==> src/rtl/bound_flasher_pkg.sv <==
// Shared types and helpers for the bound flasher: sweep states, per-state
// target marks and the kickback-capable states.
package bound_flasher_pkg;

  typedef enum logic [2:0] {
    IDLE,
    UP1,
    DN1,
    UP2,
    DN2,
    UP3,
    DN3
  } state_e;

  function automatic int unsigned target_of(input state_e      s,
                                            input int unsigned n_led,
                                            input int unsigned lo_mark,
                                            input int unsigned hi_mark,
                                            input int unsigned end_mark);
    case (s)
      UP1:     return n_led;
      DN1:     return lo_mark;
      UP2:     return hi_mark;
      UP3:     return end_mark;
      default: return 0;
    endcase
  endfunction

  // Down sweeps whose dwell tick can bounce back to the preceding up sweep.
  function automatic logic is_kick_state(input state_e s);
    return (s == DN1) || (s == DN2);
  endfunction

endpackage

==> src/rtl/bound_flasher_gen_step_prescaler.sv <==
// Step-rate prescaler: emits a one-cycle tick every STEP_DIV enabled cycles;
// clear forces the count back to zero.
module step_prescaler #(
  parameter int unsigned STEP_DIV = 1
) (
  input  logic clk,
  input  logic rst_n,
  input  logic clear_i,
  input  logic enable_i,
  output logic tick_o
);

  localparam int unsigned CW = (STEP_DIV > 1) ? $clog2(STEP_DIV) : 1;
  localparam logic [CW-1:0] LAST = CW'(STEP_DIV - 1);

  logic [CW-1:0] cnt_q, cnt_d;

  assign tick_o = enable_i && (cnt_q == LAST);

  always_comb begin
    cnt_d = cnt_q;
    if (clear_i) begin
      cnt_d = '0;
    end else if (enable_i) begin
      cnt_d = tick_o ? '0 : cnt_q + CW'(1);
    end
  end

  always_ff @(posedge clk or negedge rst_n) begin
    if (!rst_n) begin
      cnt_q <= '0;
    end else begin
      cnt_q <= cnt_d;
    end
  end

endmodule

==> src/rtl/bound_flasher_gen.sv <==
// Parametrised bound flasher: thermometer LED bar sweeping a six-phase
// up/down pattern with kickback, a step prescaler and busy/level status.
module bound_flasher_gen
  import bound_flasher_pkg::*;
#(
  parameter int unsigned N_LED    = 16,
  parameter int unsigned LO_MARK  = 5,
  parameter int unsigned HI_MARK  = 11,
  parameter int unsigned END_MARK = 6,
  parameter int unsigned STEP_DIV = 1,
  localparam int unsigned LW      = $clog2(N_LED + 1)
) (
  input  logic             clk,
  input  logic             reset,
  input  logic             flick,
  output logic [N_LED-1:0] LED,
  output logic [LW-1:0]    level,
  output logic             busy
);

  if (N_LED < 4 || LO_MARK == 0 || LO_MARK >= HI_MARK || HI_MARK >= N_LED ||
      END_MARK == 0 || END_MARK > N_LED || STEP_DIV < 1) begin : g_bad_params
    $error("bound_flasher_gen: illegal parameter combination");
  end

  state_e           state_q, state_d;
  logic [LW-1:0]    level_q, level_d;
  logic [LW-1:0]    target;
  logic [N_LED-1:0] led_q, led_d;
  logic             busy_q;
  logic             idle;
  logic             tick;

  assign idle   = (state_q == IDLE);
  assign target = LW'(target_of(state_q, N_LED, LO_MARK, HI_MARK, END_MARK));

  step_prescaler #(
    .STEP_DIV (STEP_DIV)
  ) u_prescaler (
    .clk      (clk),
    .rst_n    (reset),
    .clear_i  (idle),
    .enable_i (!idle),
    .tick_o   (tick)
  );

  always_comb begin
    state_d = state_q;
    level_d = level_q;
    if (idle) begin
      if (flick) begin
        state_d = UP1;
        level_d = '0;
      end
    end else if (tick) begin
      // DN2 can also bounce at the low mark, holding the level for that step.
      if (state_q == DN2 && level_q == LW'(LO_MARK) && flick) begin
        state_d = UP2;
      end else if (level_q == target) begin
        if (is_kick_state(state_q) && flick) begin
          state_d = (state_q == DN1) ? UP1 : UP2;
        end else begin
          unique case (state_q)
            UP1:     state_d = DN1;
            DN1:     state_d = UP2;
            UP2:     state_d = DN2;
            DN2:     state_d = UP3;
            UP3:     state_d = DN3;
            default: state_d = IDLE;
          endcase
        end
      end else if (level_q < target) begin
        level_d = level_q + LW'(1);
      end else begin
        level_d = level_q - LW'(1);
      end
    end
  end

  always_comb begin
    led_d = '0;
    for (int i = 0; i < N_LED; i++) begin
      led_d[i] = (LW'(i) < level_d);
    end
  end

  always_ff @(posedge clk or negedge reset) begin
    if (!reset) begin
      state_q <= IDLE;
      level_q <= '0;
      led_q   <= '0;
      busy_q  <= 1'b0;
    end else begin
      state_q <= state_d;
      level_q <= level_d;
      led_q   <= led_d;
      busy_q  <= (state_d != IDLE);
    end
  end

  assign LED   = led_q;
  assign level = level_q;
  assign busy  = busy_q;

endmodule

==> config.mk <==
export PLATFORM = sky130hd
export DESIGN_NAME = bound_flasher_gen
export DESIGN_NICKNAME = d
export VERILOG_FILES = /design/src/rtl/bound_flasher_pkg.sv /design/src/rtl/bound_flasher_gen_step_prescaler.sv /design/src/rtl/bound_flasher_gen.sv
export SDC_FILE = /design/constraint.sdc
export NUM_CORES = 1
export LEC_CHECK = 0
export CAP_MARGIN = 20
export CELL_PAD_IN_SITES_DETAIL_PLACEMENT = 1
export CELL_PAD_IN_SITES_GLOBAL_PLACEMENT = 1
export CORE_MARGIN = 2
export CORE_UTILIZATION = 40
export DETAILED_ROUTE_END_ITERATION = 10
export GPL_TIMING_DRIVEN = 0
export PLACE_DENSITY_LB_ADDON = 0.1
export SYNTH_ARGS = -nofsm -noshare
export SYNTH_HDL_FRONTEND = slang
export SYNTH_SLANG_ARGS = --single-unit
==> constraint.sdc <==
create_clock -name clk -period 5.1 [get_ports clk]
set_input_delay 0.765 -clock clk [delete_from_list [all_inputs] [get_ports clk]]
set_output_delay 0.765 -clock clk [all_outputs]
set_load 0.01 [all_outputs]
==> impl_results.md <==
- Final global-route overflow total: 0
- GRT met1 Usage: 23.11%
- Syn nets: 159
- Storage element area: 625.6 µm²
- Critical path arrival: 4.47 ns
- Multi-input logic area: 782.0 µm²
- Hold Fails Final Rpt: 0
- Post-synth EDFFs: 0
- Vias in the first global route: 1275
- GRT busiest layer: met2
- CP Buf/Inv Count: 2
- RePlAce Congestion: 0.7983
- DRT iter0 DRCs: 59
- Post-DP Area: 1757 µm²
- Slowest stage delay, CP: 0.42 ns
- Antenna violations before repair: 0
- Routed vias/inst: 5.466
- Post-CTS sizing: 0
- Pin count of the biggest net entering global routing: 26
- Inserted Clock Buffers: 3
- Routed WL: 3496 µm
- CP Launch Type: flip-flop
- DR WL/cell: 15.82 µm
- Fillers: 401
- Layout area overhead: 24.36%
- GRT met2 Usage: 34.64%
- Hold_buf cts: 0
- Worst-Margin Slew: 0.6029 ns
- Site Rows: 21
- Crit Path Max Fanout: 10
- Die X: 64.39 µm
- Async SR Flop Fraction: 100.0%
- GRT Overall Usage: 18.79%
- Synth Flop Type: dfrtp_1
- H-tree depth: 1
- Area of the mapped netlist: 1459 µm²
- GR Util met3: 3.697%
- Clock slew at reported path FFs: 0.14 ns
- Avg Inst Size Synth: 9.992 µm²
- Post-synthesis sequential area ratio: 42.88%
- Worst path required time: 5.29 ns
- CTS Sinks: 25
- Critical path endpoint category: flip-flop
- Clock Skew: 0.009306 ns
- Distinct cells, synth: 43
- Worst Setup Path Type: reg2reg
- Die area: 4146 µm²
- Post-route cell area: 1814 µm²
- Num ports: 25
- Fin crit share: 83.97%
- TritonCTS clock tree: built
- Util after Layout: 53.11%
- CORE AREA: 3416 µm²
- Max Slew Vio Count: 0
- Cell family with most CP delay: simple AND/OR/NAND/NOR gates
- Layout cell share with drive strength beyond 1: 10.86%
- Slowest CP cell: a211o_1
- Worst R2R Path Depth: 15
- Setup TNS: 0 ns
- Setup Viol. Count Final: 0
- Final net count: 189
- Ys Warns: 0
- Post-Synthesis Cells: 146
- Yosys reg bits: 25
- DR pass1 iterations: 4
- Min-Delay Path Class: in2async
- Cells along the critical path: clkbuf_1, nor2b_1, o21ai_0, ha_1, nand3_1, o21bai_1, a211o_1, ha_1, nor2b_1, o21a_1, or3b_1, mux2i_4, mux2i_2, buf_6, nand3_1
- Clock tree buffer depth: 2
- MaxCap Viol Count: 0
- Routed Antenna Nets: 0
- WP depth: 15
- Antenna cell count: 0
- # DRC: 0
- HPWL reported at the end of detailed placement: 2681 µm
- Status: complete, no violations
- Slew margin rel.: 59.47%
- Die Ht: 64.39 µm
- Vias: 1208
- Post-CTS Setup Bufs: 0
- Min Clock Period, post-route: 4.283 ns
- Clock insertion delay at the later pin of the skew report: 0.32 ns
- Initial Util: 42.71%
- PortBufs: 24
- RSZ-0062 raised after global routing: no
- Peak Freq: 0.2335 GHz
- Root Driver: clkbuf_4
- First-pass GRT wire length: 6141 µm
layout by cell type (no fill, tap or decap), types with 2 or more instances in the layout:
cell / netlist / layout
a21o_1: 2 / 2
a21oi_1: 4 / 4
buf_2: 2 / 2
clkbuf_1: 3 / 3
clkbuf_4: 0 / 3
clkdlybuf4s50_1: 0 / 24
dfrtp_1: 25 / 25
ha_1: 9 / 9
inv_1: 3 / 3
mux2i_1: 5 / 5
mux2i_2: 2 / 2
nand2_1: 17 / 17
nand3_1: 22 / 22
nand3b_1: 2 / 2
nor2_1: 6 / 6
nor2b_1: 6 / 6
o21ai_0: 9 / 9
or3_1: 2 / 2
worst register-to-register path: cells and delay by family, from the launching register on:
kind,cells,cell delay (ns)
DFF,1,0.41
buffers and inverters,2,0.52
AOI/OAI and AO/OA,4,0.84
and+or+nand+nor,5,1.11
muxes,2,0.61
adders and majority gates,2,0.65
synthesized netlist by cell type, types with 3 or more instances:
library cell,number,area share [%]
nand2_1,17,4.4
nor2b_1,6,2.6
mux2i_1,5,3.4
a21oi_1,4,1.4
clkbuf_1,3,0.77
dfrtp_1,25,43
o21ai_0,9,3.1
nand3_1,22,7.5
inv_1,3,0.77
ha_1,9,7.7
nor2_1,6,1.5
sequential cells by signal (all words and copies together), names as in the netlist:
register and cells:
LED 16, level 4, state_q 3, busy 1, u_prescaler.cnt_q 1
through the flow:
stage,worst slack [ns],instances,hold slack (ns)
floorplan,1.326,146,0.4694
global placement,0.9970,216,0.7215
detailed placement,0.8157,216,0.7028
CTS,0.7989,220,0.7372
global route,0.5132,221,0.6951
finish,0.8173,221,0.7051
path summary, 6_finish.rpt:
check / slack [ns] / start / end
worst max-delay path: 0.82 / state_q[1] / LED[4]
worst min-delay path: 0.71 / reset / state_q[2]
worst max register to register: 0.82 / state_q[1] / LED[4]
worst min register to register: 0.73 / u_prescaler.cnt_q / level[0]
max in group asynchronous: 3.96 / reset / LED[4]
min in group clk: 0.73 / u_prescaler.cnt_q / level[0]
layer usage:
layer / share of wire (%) / up-vias
li1: - / 573
met1: 45 / 613
met2: 51 / 20
met3: 3.5 / 2
met4: 0.51 / 0
met5: 0 / -
final cells by class:
| cell class | count | share of cell area (%) |
|---|---|---|
| inverters | 3 | 0.6207 |
| multi-input cells | 111 | 43.10 |
| repair buffers | 25 | 14.76 |
| clock buffers | 3 | 1.241 |
| clock inverters | 1 | 0.4138 |
| plain buffers | 7 | 2.207 |
| well taps | 46 | 3.172 |
| flip-flops and latches | 25 | 34.48 |
logic make-up after synthesis:
family	after synthesis	share of synthesized area, %
simple gates	68	25.56
flops	25	42.88
compound gates	22	10.64
fa+ha+maj	10	9.091
buf+inv	10	3.516
mux	8	6.861
xor+xnor	2	1.201
other cells	1	0.2570
Power is left out: the tool's default activity adds up to more than one toggle a clock period on the data nets, which glitch-free logic cannot reach.
